## src/rtl/multiword_add_pkg.sv

```systemverilog
// rtl/multiword_add_pkg.sv - shared types, defaults and flag helper for multiword_add_seq
package multiword_add_pkg;

    localparam int DEF_WORD_W = 16;
    localparam int DEF_NWORDS = 4;

    typedef enum logic [1:0] {
        IDLE = 2'd0,
        RUN  = 2'd1,
        DONE = 2'd2
    } state_e;

    function automatic logic ovf_rule(input logic a_msb, input logic b_msb, input logic s_msb);
        return (a_msb & b_msb & ~s_msb) | (~a_msb & ~b_msb & s_msb);
    endfunction

endpackage

```

## src/rtl/add_slice.sv

```systemverilog
// rtl/add_slice.sv - combinational WORD_W-bit adder slice with carry in/out
module add_slice #(
    parameter int WORD_W = 16
) (
    input  logic [WORD_W-1:0] a_i,
    input  logic [WORD_W-1:0] b_i,
    input  logic              cin_i,
    output logic [WORD_W-1:0] sum_o,
    output logic              cout_o
);

    assign {cout_o, sum_o} = {1'b0, a_i} + {1'b0, b_i} + {{WORD_W{1'b0}}, cin_i};

endmodule

```

## src/rtl/multiword_add_seq.sv

```systemverilog
// rtl/multiword_add_seq.sv - word-serial multiword adder; MULTIWORD_ADD_SEQ_SUB_EN adds a subtract port
module multiword_add_seq
    import multiword_add_pkg::*;
#(
    parameter int WORD_W = DEF_WORD_W,
    parameter int NWORDS = DEF_NWORDS
) (
    input  logic                     clk,
    input  logic                     reset,
    input  logic                     start_valid,
    output logic                     start_ready,
`ifdef MULTIWORD_ADD_SEQ_SUB_EN
    input  logic                     sub,
`endif
    input  logic [WORD_W*NWORDS-1:0] a_in,
    input  logic [WORD_W*NWORDS-1:0] b_in,
    output logic [WORD_W*NWORDS-1:0] result,
    output logic                     res_valid,
    input  logic                     res_ready,
    output logic                     carry,
    output logic                     sign,
    output logic                     zero,
    output logic                     parity,
    output logic                     overflow,
    output logic                     busy
);

    localparam int TOT_W = WORD_W * NWORDS;
    localparam int IDX_W = (NWORDS > 1) ? $clog2(NWORDS) : 1;

    state_e              state_q, state_d;
    logic [IDX_W-1:0]    idx_q, idx_d;
    logic [TOT_W-1:0]    a_q, a_d, b_q, b_d, result_q, result_d;
    logic                sub_q, sub_d;
    logic                cy_q, cy_d, zacc_q, zacc_d, pacc_q, pacc_d;
    logic                carry_q, carry_d, sign_q, sign_d, zero_q, zero_d;
    logic                parity_q, parity_d, ovf_q, ovf_d;

    logic [WORD_W-1:0]   a_word, b_word, sum_word;
    logic                slice_cout;

    // B is inverted on the way into the slice so subtraction reuses the same adder
    assign a_word = a_q[idx_q*WORD_W +: WORD_W];
    assign b_word = b_q[idx_q*WORD_W +: WORD_W] ^ {WORD_W{sub_q}};

    add_slice #(.WORD_W(WORD_W)) u_slice (
        .a_i    (a_word),
        .b_i    (b_word),
        .cin_i  (cy_q),
        .sum_o  (sum_word),
        .cout_o (slice_cout)
    );

    always_comb begin
        state_d  = state_q;
        idx_d    = idx_q;
        a_d      = a_q;
        b_d      = b_q;
        sub_d    = sub_q;
        result_d = result_q;
        cy_d     = cy_q;
        zacc_d   = zacc_q;
        pacc_d   = pacc_q;
        carry_d  = carry_q;
        sign_d   = sign_q;
        zero_d   = zero_q;
        parity_d = parity_q;
        ovf_d    = ovf_q;
        unique case (state_q)
            IDLE: begin
                if (start_valid) begin
                    a_d      = a_in;
                    b_d      = b_in;
`ifdef MULTIWORD_ADD_SEQ_SUB_EN
                    sub_d    = sub;
                    cy_d     = sub;
`else
                    sub_d    = 1'b0;
                    cy_d     = 1'b0;
`endif
                    result_d = '0;
                    idx_d    = '0;
                    zacc_d   = 1'b1;
                    pacc_d   = 1'b0;
                    state_d  = RUN;
                end
            end
            RUN: begin
                result_d[idx_q*WORD_W +: WORD_W] = sum_word;
                cy_d   = slice_cout;
                zacc_d = zacc_q & ~(|sum_word);
                pacc_d = pacc_q ^ (^sum_word);
                idx_d  = idx_q + IDX_W'(1);
                if (idx_q == IDX_W'(NWORDS - 1)) begin
                    idx_d    = '0;
                    carry_d  = slice_cout;
                    sign_d   = sum_word[WORD_W-1];
                    zero_d   = zacc_q & ~(|sum_word);
                    parity_d = ~(pacc_q ^ (^sum_word));
                    ovf_d    = ovf_rule(a_word[WORD_W-1], b_word[WORD_W-1], sum_word[WORD_W-1]);
                    state_d  = DONE;
                end
            end
            DONE: begin
                if (res_ready) state_d = IDLE;
            end
            default: state_d = IDLE;
        endcase
    end

    always_ff @(posedge clk or posedge reset) begin
        if (reset) begin
            state_q  <= IDLE;
            idx_q    <= '0;
            a_q      <= '0;
            b_q      <= '0;
            sub_q    <= 1'b0;
            result_q <= '0;
            cy_q     <= 1'b0;
            zacc_q   <= 1'b0;
            pacc_q   <= 1'b0;
            carry_q  <= 1'b0;
            sign_q   <= 1'b0;
            zero_q   <= 1'b0;
            parity_q <= 1'b0;
            ovf_q    <= 1'b0;
        end else begin
            state_q  <= state_d;
            idx_q    <= idx_d;
            a_q      <= a_d;
            b_q      <= b_d;
            sub_q    <= sub_d;
            result_q <= result_d;
            cy_q     <= cy_d;
            zacc_q   <= zacc_d;
            pacc_q   <= pacc_d;
            carry_q  <= carry_d;
            sign_q   <= sign_d;
            zero_q   <= zero_d;
            parity_q <= parity_d;
            ovf_q    <= ovf_d;
        end
    end

    assign start_ready = (state_q == IDLE);
    assign busy        = (state_q == RUN);
    assign res_valid   = (state_q == DONE);
    assign result      = result_q;
    assign carry       = carry_q;
    assign sign        = sign_q;
    assign zero        = zero_q;
    assign parity      = parity_q;
    assign overflow    = ovf_q;

endmodule

```

## config.mk

```make
export PLATFORM = sky130hd
export DESIGN_NAME = multiword_add_seq
export DESIGN_NICKNAME = d
export VERILOG_FILES = /design/src/rtl/multiword_add_pkg.sv /design/src/rtl/add_slice.sv /design/src/rtl/multiword_add_seq.sv
export SDC_FILE = /design/constraint.sdc
export NUM_CORES = 1
export LEC_CHECK = 0
export ABC_AREA = 1
export BUFFER_PORTS_ARGS = -buffer_cell sky130_fd_sc_hd__buf_2
export CORE_MARGIN = 2
export CORE_UTILIZATION = 55
export DETAILED_ROUTE_END_ITERATION = 12
export PLACE_DENSITY = 0.8
export SETUP_SLACK_MARGIN = 0.02
export SKIP_CTS_REPAIR_TIMING = 1
export SLEW_MARGIN = 20
export SYNTH_ARGS = -nofsm -noshare
export SYNTH_HDL_FRONTEND = slang
export SYNTH_SLANG_ARGS = --single-unit
export TNS_END_PERCENT = 5
```

## constraint.sdc

```tcl
create_clock -name clk -period 6.43 [get_ports clk]
set_input_delay 0.3215 -clock clk [delete_from_list [all_inputs] [get_ports clk]]
set_output_delay 0.3215 -clock clk [all_outputs]
set_load 0.01 [all_outputs]
```

# == Yosys cells after proc, flatten, opt, wreduce, memory -nomap -nowiden ==
# Cells that the tools add are included.
# classes
n_reduce_logical,8
shifts,4
mux,15
eq_ne,6
addsub,4
bitwise_logic,12
# op_table
operator,n
64-bit case mux with 2 select lines,1
64-bit by 7-bit indexed part select with 16-bit output,2
64-bit bitwise mux,1
64-bit two-way mux,1
16-bit by 34-bit variable shift with 64-bit output (first input constant),1
16-bit by 34-bit indexed part select with 64-bit output,1
6-bit negation with 34-bit output,1
16-bit by 16-bit adder with 17-bit output,1
17-bit by 1-bit adder with 17-bit output,1
16-bit OR reduction,1
16-bit parity,1
2-bit two-way mux,5
1-bit case mux with 2 select lines,3
2-bit case mux with 3 select lines,1
2-bit AND reduction,3
1-bit AND,5
1-bit NOT,5
2-bit == test (second input constant),2
2-bit by 1-bit inequality test with 1-bit output (second input constant),2
2-bit case mux with 2 select lines,1
3-bit AND reduction,1
2-bit by 1-bit adder with 2-bit output (second input constant),1
2-bit by 1-bit == test with 1-bit output (second input constant),1
2-bit logical NOT,1
other kinds (5),6
# totals
elab_cells,62
regBits,204

# == Longest topological paths before layout ==
# Gate-level depths: netlist (run 1).
# logic_depth
ltp_word,7
mapped_depth,25
depth_no_buf,22

# == Hierarchy ==
# Synthesis (run 1) repeated with hierarchy kept, for this count alone.
# hier_totals
cells_unflattened,1300
area_unflattened_um2,10154.7
# by_module_without_submodules
mod,cells_per_inst,seq_area_each_um2,instances,area_each_um2
multiword_add_seq,1115,5104.9,1,9175.0
add_slice,185,0.0,1,979.7

# == Least setup slack after synthesis (run 1) ==
# Ideal clock, no wire load.
# synth_path
path_type,reg2reg
start,reg idx_q[0]
end,reg pacc_q
path_slack_ps,2713
path_buffers,3
arrival_ps,3600
stages_incl_launch_ff,26
cell_sequence,dfrtp_1 > clkbuf_1 > inv_1 > buf_2 > clkbuf_1 > nor2_1 > o22ai_1 > fa_1 > inv_1 > fa_1 > inv_1 > nand3_1 > nand2_1 > nand4_1 > nand3_1 > xor2_1 > inv_1 > ha_1 > xnor2_1 > xnor2_1 > xor2_1 > inv_1 > nand2_1 > nand2_1 > nand2_1 > nand2_1
# synth_between
elab_chain_len,6
elab_cells_between_ends,7
classes_between,2 x add/sub; 2 x shift; 1 x mux; 1 x bitwise; 1 x reduce/logical
# synth_lines
item,line,text
start: declaration,multiword_add_seq.sv:32,"logic [IDX_W-1:0] idx_q, idx_d;"
start signal: assignment,multiword_add_seq.sv:129,idx_q <= idx_d;
64-bit by 7-bit indexed part select with 16-bit output (on tied branches),"multiword_add_seq.sv:43, multiword_add_seq.sv:44",
16-bit by 16-bit adder with 17-bit output (*),add_slice.sv:12,"assign {cout_o, sum_o} = {1'b0, a_i} + {1'b0, b_i} + {{WORD_W{1'b0}}, cin_i};"
17-bit by 1-bit adder with 17-bit output (*),add_slice.sv:12,
16-bit parity (*),multiword_add_seq.sv:92,pacc_d = pacc_q ^ (^sum_word);
1-bit XOR (*),multiword_add_seq.sv:92,
1-bit case mux with 2 select lines (*),multiword_add_seq.sv:69,unique case (state_q)
end signal: assignment,multiword_add_seq.sv:136,pacc_q <= pacc_d;
end: declaration,multiword_add_seq.sv:35,"logic cy_q, cy_d, zacc_q, zacc_d, pacc_q, pacc_d;"
# Mark *: on every way between the ends. The rest lies on a longest branch, timed or not.
# A chain may end at the register's enable or synchronous reset.

# == Worst setup path in the final report (run 1) ==
# layout_path
start,reg idx_q[1]
end,reg parity_q (netlist: parity)
# layout_between
elab_chain_len,6
elab_cells_between_ends,9
classes_between,2 x add/sub; 1 x eq/ne; 2 x shift; 2 x bitwise; 2 x reduce/logical
# layout_lines
item,line,text
64-bit by 7-bit indexed part select with 16-bit output (on tied branches),"multiword_add_seq.sv:43, multiword_add_seq.sv:44",
16-bit by 16-bit adder with 17-bit output,add_slice.sv:12,
17-bit by 1-bit adder with 17-bit output,add_slice.sv:12,
16-bit parity,multiword_add_seq.sv:99,parity_d = ~(pacc_q ^ (^sum_word));
1-bit XOR,multiword_add_seq.sv:99,
1-bit NOT,multiword_add_seq.sv:99,
end signal: assignment,multiword_add_seq.sv:140,parity_q <= parity_d;
end: declaration,multiword_add_seq.sv:37,"logic parity_q, parity_d, ovf_q, ovf_d;"
# Several ways; a longest one is shown, not always the timed one.

==> flow_metrics.env, run 1 <==
export IMPL_drtIter0Drc=870
export IMPL_num_antenna_cells=0
export IMPL_ys_async_sr_fraction_pct=100
export IMPL_final_nets=1583
export IMPL_path_cells="buf_4 > clkinv_1 > o21ai_0 > o22ai_1 > fa_1 > inv_1 > fa_1 > inv_1 > nand2_1 > nand3_2 > a21oi_1 > xor2_1 > ha_1 > xnor2_1 > xnor2_1 > xor2_1 > nand3_1 > nand3_1 > nand2_1"
export IMPL_cp_arrival_ns=5.27
export IMPL_cts_buffer_depth=3
export IMPL_violations="hold timing"
export IMPL_slew_viol_final=0
export IMPL_period_share_pct=75.7
export IMPL_fp_dieArea_sq_um=19100
export IMPL_reg2reg_to="parity$_DFFE_PP0P_"
export IMPL_tns_ns=0
export IMPL_r2r_start="idx_q[1]$_DFFE_PP0P_"
export IMPL_dr_pass1_iters=7
export IMPL_min_period_ns=4.86
export IMPL_gp_congestion=0.949
export IMPL_dieHeight_um=138
export IMPL_holdCritPathClass="primary input to async pin"
export IMPL_place_detailed_hpwl_mm=19.5
export IMPL_pin_count=204
export IMPL_cts_htree_levels=1
export IMPL_syn_area_sq_um=9920
export IMPL_placed_cell_area_sq_um=11000
export IMPL_start_util_pct=55.6
export IMPL_cp_end_kind="flip-flop"
export IMPL_overflow=0
export IMPL_rr_worst_depth=19
export IMPL_tightestPinTransition_ns=1.08
export IMPL_wl_mm=27.6
export IMPL_syn_inst=1247
export IMPL_synth_top_area_share_pct=51.5
export IMPL_rows=49
export IMPL_crit_required_ns=6.83
export IMPL_viasPerCell=5.46
export IMPL_setup_worst_path_start_class="flip-flop"
export IMPL_clock_sinks=204
export IMPL_cts_inserted_buffers=22
export IMPL_path_max_fanout=38
export IMPL_ys_seq_elements=204
export IMPL_hold_viol=23
export IMPL_port_buffers=203
export IMPL_antenna_found_initial=0
export IMPL_drv_cap=0
export IMPL_synth_distinct_cells=42
export IMPL_core_area_sq_um=17800
export IMPL_rsz0062_at_grt="false"
export IMPL_r2r_slack_ns=1.57
export IMPL_ctsRootBufferMaster="clkbuf_16"
export IMPL_routedWlPerCell_um=16.6
export IMPL_clock_skew_ns=0.0160
export IMPL_utilization_pct=66.2
export IMPL_crit_type="flip-flop to flip-flop"
export IMPL_syn_nets=1408
export IMPL_cts_tree="done"
export IMPL_layout_drive_gt1_share_pct=20.6
export IMPL_post_synth_top_area_cell="dfrtp_1"
export IMPL_finish_instance_area_sq_um=11800
export IMPL_whs_ns=-0.0308
export IMPL_ys_top_cells_by_area="dfrtp_1 51%, nand2_1 20%, o21ai_0 5.0%"
export IMPL_yosys_most_used_dff="dfrtp_1"
export IMPL_first_global_vias=8741
export IMPL_clk_pin_slew_ns=0.07
export IMPL_synth_edff_count=0
export IMPL_drtAntennaViolNets=0
export IMPL_fillers=1483
export IMPL_dp_cells=1625
export IMPL_grt_pass1_wl_mm=44.6
export IMPL_yosysWarnings=0
export IMPL_slew_headroom_pct=27.5
export IMPL_slowest_delay_ns=0.93
export IMPL_clkLatencyLatePin_ns=0.51
export IMPL_area_growth_pct=19.1
export IMPL_ys_seq_area_share_pct=51.5
export IMPL_drc_errors=0
export IMPL_stdcell_count=1667
export IMPL_status="finished, violations left"
export IMPL_fmax_mhz=206
export IMPL_num_vias=9104
export IMPL_grt_usage_pct=28.5
export IMPL_cpMaxStageDelayCell="clkinv_1"
export IMPL_setup_viol=0
export IMPL_grt_start_max_net_pins=125
export IMPL_die_w_um=138
export IMPL_avgSynthCellArea_sq_um=7.96
state kept, by name, indices dropped and copies added, names as in the netlist:
signal / flops
carry: 1
state_q: 2
a_q: 64
sign: 1
pacc_q: 1
b_q: 64
cy_q: 1
zero: 1
overflow: 1
zacc_q: 1
idx_q: 2
result: 64
parity: 1
metrics by stage:
step                      setup slack, ns  hold slack, ns
after detailed placement             1.66           0.460
final                                1.57         -0.0308
after CTS                            1.63        -0.00374
after floorplan                     0.541           0.408
after global routing                 1.18         0.00843
after global placement               1.89           0.460
Yosys cell counts (all sizes together), types with 2 or more instances:
| library cell | instances |
|---|---|
| o21ai | 112 |
| fa | 2 |
| xor2 | 7 |
| nor2 | 89 |
| o22ai | 31 |
| clkinv | 2 |
| ha | 27 |
| dfrtp | 204 |
| nand2 | 547 |
| o21bai | 2 |
| nand4 | 6 |
| a21oi | 16 |
| clkbuf | 29 |
| inv | 77 |
| buf | 31 |
| a32oi | 4 |
| xnor2 | 12 |
| o32ai | 3 |
| nor3 | 4 |
| nand3 | 37 |
routing by layer:
layer | wire length, um | global-route usage (%) | part of all wire, % | up-vias
li1 | - | - | - | 4298
met1 | 11600 | 39.6 | 42 | 4313
met2 | 13100 | 46.4 | 47 | 413
met3 | 2060 | 4.47 | 7.5 | 80
met4 | 870 | 9.61 | 3.2 | 0
met5 | 0 | 0 | 0 | -
cell type report:
cell class / instances / area, sq um / area share (%)
sequential: 204 / 5110 / 43.2
multi-input combinational: 904 / 4270 / 36.1
timing repair buffer: 211 / 1100 / 9.30
clock buffer: 30 / 662 / 5.60
inverter: 79 / 307 / 2.59
tap: 229 / 287 / 2.43
clock inverter: 10 / 85.1 / 0.720
logic make-up after synthesis:
kind of cell             synth area share (%)
AO/OA/AOI/OAI                            9.61
XOR/XNOR                                 1.83
adder cells (fa/ha/maj)                  3.81
buffers and inverters                    5.57
flip-flops                               51.5
AND/OR/NAND/NOR                          27.7
worst max-delay path: cells and delay by family, from the launching register on:
kind | cells | cell delay, ns
buffers and inverters | 4 | 1.38
DFF | 1 | 0.33
adders and majority gates | 3 | 0.91
AOI/OAI and AO/OA | 3 | 0.66
xor gates and xnor gates | 4 | 0.91
and+or+nand+nor | 5 | 0.55
layout by cell type (no fill, tap or decap), types with 2 or more instances in the layout:
cell          n
a21oi_1      14
a21oi_2       2
a32oi_1       4
buf_2       203
buf_4         6
clkbuf_16    23
clkbuf_8      6
clkinv_1      2
clkinv_2      5
clkinvlp_4    4
dfrtp_1     203
fa_1          2
ha_1         27
inv_1        65
inv_2        10
nand2_1     529
nand2_2      16
nand2_4       2
nand3_1      36
nand4_1       6
nor2_1       83
nor2_2        3
nor2_4        2
nor3_1        2
o21ai_0      99
o21ai_1      11
o21ai_2       2
o22ai_1      31
o32ai_1       3
xnor2_1      11
xor2_1        6
how the worst max path moves through the flow:
stage	start	end	slack [ns]	cells after the start
3_5_place_dp	idx_q[1]$_DFFE_PP0P_	pacc_q$_DFFE_PP0P_	1.66	21
4_1_cts	idx_q[1]$_DFFE_PP0P_	pacc_q$_DFFE_PP0P_	1.63	21
6_report	idx_q[1]$_DFFE_PP0P_	parity$_DFFE_PP0P_	1.57	19
2_1_floorplan	reset	a_q[0]$_DFFE_PP0P_	0.54	1
5_1_grt	idx_q[1]$_DFFE_PP0P_	parity$_DFFE_PP0P_	1.18	19
3_3_place_gp	idx_q[1]$_DFFE_PP0P_	pacc_q$_DFFE_PP0P_	1.89	21
Power of run 1 is left out: the tool's default activity adds up to more than one toggle a clock period on the data nets, which glitch-free logic cannot reach.
==> inputs of run 2 (changes only) <==
Settings changed: CORE_UTILIZATION 55 to 50, PLACE_DENSITY 0.8 to 0.77.
Clock period 6.43 ns to 4.4 ns, I/O delays scaled along.
==> flow_metrics.env, run 2 (same netlist as run 1, synthesis figures left out) <==
export IMPL_num_vias=9789
export IMPL_rows=51
export IMPL_place_detailed_hpwl_mm=19.6
export IMPL_finalWorstSetupSlack_ns=0.465
export IMPL_antenna_found_initial=0
export IMPL_cp_end_kind="flip-flop"
export IMPL_use_met1_pct=35.3
export IMPL_setup_worst_path_start_class="flip-flop"
export IMPL_dieHeight_um=145
export IMPL_dr_pass1_iters=6
export IMPL_grt_pass1_wl_mm=44.0
export IMPL_cts_buffer_depth=3
export IMPL_tightestPinTransition_ns=0.984
export IMPL_min_delay_start="b_in[61]"
export IMPL_area_growth_pct=34.0
export IMPL_crit_required_ns=4.79
export IMPL_crit_type="flip-flop to flip-flop"
export IMPL_grt_start_max_net_pins=108
export IMPL_drtIter0Drc=797
export IMPL_routedWlPerCell_um=17.0
export IMPL_gr_max_usage_layer="met2"
export IMPL_num_antenna_cells=0
export IMPL_drtAntennaViolNets=0
export IMPL_hold_viol=0
export IMPL_pin_count=204
export IMPL_setup_viol=0
export IMPL_status="completed"
export IMPL_layout_commonest_cell="nand2_1"
export IMPL_overflow=0
export IMPL_path_max_fanout=43
export IMPL_wl_mm=31.3
export IMPL_rsz0062_at_grt="false"
export IMPL_tns_ns=0
export IMPL_first_global_vias=8620
export IMPL_startpoint="idx_q[0]$_DFFE_PP0P_"
export IMPL_clk_pin_slew_ns=0.06
export IMPL_min_period_ns=3.94
export IMPL_dp_slack_ns=0.601
export IMPL_slew_viol_final=0
export IMPL_cts_htree_levels=1
export IMPL_final_nets=1719
export IMPL_layout_drive_gt1_share_pct=19.1
export IMPL_holdCritPathClass="primary input to flip-flop"
export IMPL_fmax_mhz=254
export IMPL_mostFrequentLayoutCells="529 x nand2_1, 203 x dfrtp_1, 203 x buf_2"
export IMPL_slew_headroom_pct=34.4
export IMPL_cts_tree="done"
export IMPL_gp_congestion=1.00
export IMPL_ctsRootBufferMaster="clkbuf_16"
export IMPL_r2r_start="idx_q[0]$_DFFE_PP0P_"
export IMPL_clock_sinks=204
export IMPL_start_util_pct=51.0
export IMPL_port_buffers=203
export IMPL_clkLatencyLatePin_ns=0.51
export IMPL_fp_dieArea_sq_um=21000
export IMPL_die_w_um=145
export IMPL_cts_inserted_buffers=22
export IMPL_whs_ns=0.0273
export IMPL_grt_usage_pct=26.8
export IMPL_grtUsageMet2_pct=43.9
export IMPL_drv_cap=0
export IMPL_clock_skew_ns=0.0147
export IMPL_use_met3_pct=4.71
export IMPL_drc_errors=0
export IMPL_viasPerCell=5.33
export IMPL_cp_arrival_ns=4.33
export IMPL_period_share_pct=89.4
export IMPL_core_area_sq_um=19500
## run 2: cell count changes in the layout (fill, tap and decap cells not counted), sizes merged
| cell | delta |
|---|---|
| clkbuf | -1 |
| clkinv | -4 |
| buf | +8 |
| clkinvlp | -1 |
| dlygate4sd3 | +128 |
| bufinv | +5 |
## run 2: layout make-up
class | instances | area (sq um)
fill | 1475 | 6170
clock inverter | 10 | 209
clock buffer | 29 | 628
timing repair buffer | 347 | 2440
tap | 265 | 332
sequential | 204 | 5110
multi-input combinational | 904 | 4270
inverter | 79 | 303
## run 2: final timing paths
check | endpoint | slack [ns] | cells after the start
setup / recovery | pacc_q$_DFFE_PP0P_ | 0.46 | 19
hold / removal | b_q[61]$_DFFE_PP0P_ | 0.03 | 3
setup reg to reg | pacc_q$_DFFE_PP0P_ | 0.46 | 19
hold reg to reg | result[28]$_DFFE_PP0P_ | 0.47 | 2
max in group asynchronous | b_q[50]$_DFFE_PP0P_ | 2.72 | 4
min in group asynchronous | result[12]$_DFFE_PP0P_ | 0.47 | 3
## run 2: critical path, cell delays in order (launching register included)
cell and delay [ns]:
dfrtp_2 0.42, inv_2 0.22, buf_12 0.24, o21ai_0 0.10, o22ai_1 0.23, ha_1 0.35
inv_1 0.08, nand2_1 0.07, nand4_1 0.10, nand3_1 0.13, xnor2_1 0.57, ha_1 0.36
xor2_1 0.15, xnor2_1 0.27, xor2_1 0.21, inv_1 0.05, nand2_1 0.08, nand2_1 0.05
nand2_1 0.05, nand2_1 0.04
## run 2: metrics by stage
step / instance area (sq um) / std cells / util (%)
after floorplan: 9920 / 1247 / -
after global placement: 11200 / 1670 / 57.4
after detailed placement: 11200 / 1670 / 57.4
after CTS: 12000 / 1709 / 61.7
after global routing: 13300 / 1838 / 68.3
final: 13300 / 1838 / 68.3
## run 2: metal layers
metal | up-vias | part of all wire (%)
li1 | 4581 | -
met1 | 4612 | 40
met2 | 497 | 48
met3 | 99 | 7.1
met4 | 0 | 4.7
met5 | - | 0
Power of run 2 is left out for the same reason.
==> inputs of run 3 (changes only) <==
Settings changed: CORE_MARGIN 2 to unset, PLACE_DENSITY 0.77 to 0.76, SYNTH_HIERARCHICAL set to 1.
==> flow_metrics.env, run 3 <==
export IMPL_status="completed"
export IMPL_cp_arrival_ns=4.19
export IMPL_synth_top_area_share_pct=50.3
export IMPL_cts_buffer_depth=3
export IMPL_synth_most_common_cell="nand2_1"
export IMPL_drtAntennaViolNets=0
export IMPL_r2r_slack_ns=0.60
export IMPL_synth_edff_count=0
export IMPL_clkLatencyLatePin_ns=0.51
export IMPL_rr_worst_depth=24
export IMPL_clock_skew_ns=0.0158
export IMPL_pin_count=204
export IMPL_viasPerCell=5.34
export IMPL_met1_length_mm=12.9
export IMPL_cts_tree="done"
export IMPL_rsz0062_at_grt="false"
export IMPL_port_buffers=203
export IMPL_antenna_found_initial=0
export IMPL_drv_cap=0
export IMPL_synth_mux_area_share_pct=0
export IMPL_synth_compound_area_share_pct=9.78
export IMPL_num_antenna_cells=0
export IMPL_cts_htree_levels=1
export IMPL_cp_end_kind="flip-flop"
export IMPL_synth_simple_gate_area_share_pct=29.2
export IMPL_ys_async_sr_fraction_pct=100
export IMPL_wl_met3_mm=2.47
export IMPL_cpMostUsedCell="nand2_1"
export IMPL_ys_seq_elements=204
export IMPL_r2r_start="idx_q[0]$_DFFE_PP0P_"
export IMPL_path_buf_inv=3
export IMPL_rows=51
export IMPL_die_w_um=145
export IMPL_cts_inserted_buffers=22
export IMPL_cpMaxStageDelayCell="fa_1"
export IMPL_fp_dieArea_sq_um=20900
export IMPL_dieHeight_um=145
export IMPL_path_max_fanout=85
export IMPL_start_util_pct=51.7
export IMPL_ys_seq_area_share_pct=50.3
export IMPL_syn_nets=1463
export IMPL_tns_ns=0
export IMPL_place_detailed_hpwl_mm=19.8
export IMPL_crit_required_ns=4.79
export IMPL_clk_pin_slew_ns=0.06
export IMPL_grt_start_max_net_pins=112
export IMPL_slowest_delay_ns=0.45
export IMPL_path_cells="buf_12 > o21ai_0 > o22ai_1 > fa_1 > fa_1 > nand2_1 > nand2_1 > nand3b_1 > nand2_1 > nand2_1 > nand3_1 > nand2_1 > inv_1 > ha_1 > nor2_1 > inv_1 > nand2_1 > nand2_1 > nand3_1 > nand2_1 > nand2_1 > nand2_1 > nand2_1 > nand2_1"
export IMPL_min_period_ns=3.80
export IMPL_area_growth_pct=31.9
export IMPL_dr_pass1_iters=5
export IMPL_ctsRootBufferMaster="clkbuf_16"
export IMPL_avgSynthCellArea_sq_um=7.81
export IMPL_reg2reg_to="pacc_q$_DFFE_PP0P_"
export IMPL_core_area_sq_um=19700
export IMPL_synth_commonest_cells="534 x nand2_1, 204 x dfrtp_1, 96 x nor2_1"
export IMPL_num_vias=10000
export IMPL_hold_viol=0
export IMPL_finish_instance_area_sq_um=13400
export IMPL_first_global_vias=8733
export IMPL_cpLargestDelayFamily="simple AND/OR/NAND/NOR gates"
export IMPL_highest_layer="met4"
export IMPL_drc_errors=0
export IMPL_slew_viol_final=0
export IMPL_placed_cell_area_sq_um=11300
export IMPL_syn_area_sq_um=10200
export IMPL_synth_top_family_by_area="simple AND/OR/NAND/NOR gates"
export IMPL_slew_headroom_pct=26.0
export IMPL_final_nets=1763
export IMPL_holdCritPathClass="primary input to flip-flop"
export IMPL_gp_congestion=0.867
export IMPL_layout_commonest_cell="nand2_1"
export IMPL_layout_drive_gt1_share_pct=18.1
export IMPL_setup_worst_path_start_class="flip-flop"
export IMPL_fmax_mhz=263
export IMPL_syn_inst=1300
export IMPL_period_share_pct=86.3
export IMPL_yosys_most_used_dff="dfrtp_1"
export IMPL_crit_type="flip-flop to flip-flop"
export IMPL_hold_path_end="b_q[32]$_DFFE_PP0P_"
export IMPL_grt_pass1_wl_mm=44.2
export IMPL_grt_usage_pct=27.2
export IMPL_drtIter0Drc=798
export IMPL_met2_length_mm=15.0
export IMPL_clock_sinks=204
export IMPL_post_synth_top_area_cell="dfrtp_1"
export IMPL_synth_xor_area_share_pct=0.949
export IMPL_routedWlPerCell_um=16.8
export IMPL_yosysWarnings=6
export IMPL_synth_distinct_cells=32
export IMPL_mostFrequentLayoutCells="534 x nand2_1, 203 x dfrtp_1, 203 x buf_2"
export IMPL_synth_fa_ha_area_share_pct=3.97
export IMPL_setup_viol=0
export IMPL_tightestPinTransition_ns=1.11
export IMPL_ys_top_cells_by_area="dfrtp_1 50%, nand2_1 20%, o21ai_0 4.1%"
export IMPL_overflow=0
export IMPL_min_path_cells=3
export IMPL_wl_mm=31.7
export IMPL_min_delay_start="b_in[32]"
-- run 3: cell types whose count changed after synthesis, moves of 5 or more --
cell | before | now
nand3_1 | 36 | 80
o21ai_1 | 11 | 34
o21ai_0 | 99 | 84
nor2_1 | 83 | 96
buf_2 | 22 | 32
o31ai_2 | 0 | 10
a21oi_1 | 14 | 6
nand2_2 | 16 | 9
xnor2_1 | 11 | 4
o31ai_1 | 1 | 7
buf_1 | 8 | 3
-- run 3: how the worst max path moves through the flow --
stage	depth (start not counted)	end	from	slack [ns]
detailed placement	24	pacc_q$_DFFE_PP0P_	idx_q[0]$_DFFE_PP0P_	0.64
floorplan	25	pacc_q$_DFFE_PP0P_	idx_q[0]$_DFFE_PP0P_	0.89
CTS	24	pacc_q$_DFFE_PP0P_	idx_q[0]$_DFFE_PP0P_	0.63
global placement	23	pacc_q$_DFFE_PP0P_	idx_q[0]$_DFFE_PP0P_	0.70
finish	24	pacc_q$_DFFE_PP0P_	idx_q[0]$_DFFE_PP0P_	0.60
global route	23	pacc_q$_DFFE_PP0P_	idx_q[0]$_DFFE_PP0P_	0.20
-- run 3: final cells by class --
class / count / area (sq um)
clock buffers: 32 / 669
clock inverters: 8 / 92.6
fillers: 1557 / 6260
inverters: 77 / 295
multi-input cells: 950 / 4470
flip-flops and latches: 204 / 5110
well taps: 265 / 332
repair buffers: 345 / 2430
-- run 3: metal layers --
layer / global-route usage [%] / vias up
met5: 0 / -
met4: 11.5 / 0
met3: 4.44 / 86
met2: 42.8 / 504
met1: 37.4 / 4693
li1: - / 4757
-- run 3: kinds of logic after synthesis --
kind of cell    count (synthesis)
simple gates                  736
buf+inv                       146
fa+ha+maj                      31
compound gates                172
xor+xnor                       11
flops                         204
-- run 3: metrics by stage --
step / utilization, % / hold WS (ns) / worst slack, ns / cells
6_report: 68.1 / 0.0454 / 0.602 / 1881
5_1_grt: 68.1 / 0.0440 / 0.199 / 1881
4_1_cts: 61.6 / -0.280 / 0.635 / 1752
3_5_place_dp: 57.7 / 0.242 / 0.642 / 1712
3_3_place_gp: 57.7 / 0.249 / 0.698 / 1712
2_1_floorplan: - / 0.306 / 0.888 / 1300
-- run 3: worst register-to-register path, cell delays in order (launching register included) --
cell,delay [ns]
dfrtp_2,0.42
buf_12,0.22
o21ai_0,0.24
o22ai_1,0.14
fa_1,0.45
fa_1,0.43
nand2_1,0.09
nand2_1,0.07
nand3b_1,0.08
nand2_1,0.11
nand2_1,0.11
nand3_1,0.08
nand2_1,0.10
inv_1,0.11
ha_1,0.37
nor2_1,0.15
inv_1,0.05
nand2_1,0.05
nand2_1,0.05
nand3_1,0.08
nand2_1,0.06
nand2_1,0.07
nand2_1,0.05
nand2_1,0.05
nand2_1,0.04
Power of run 3 is left out for the same reason.
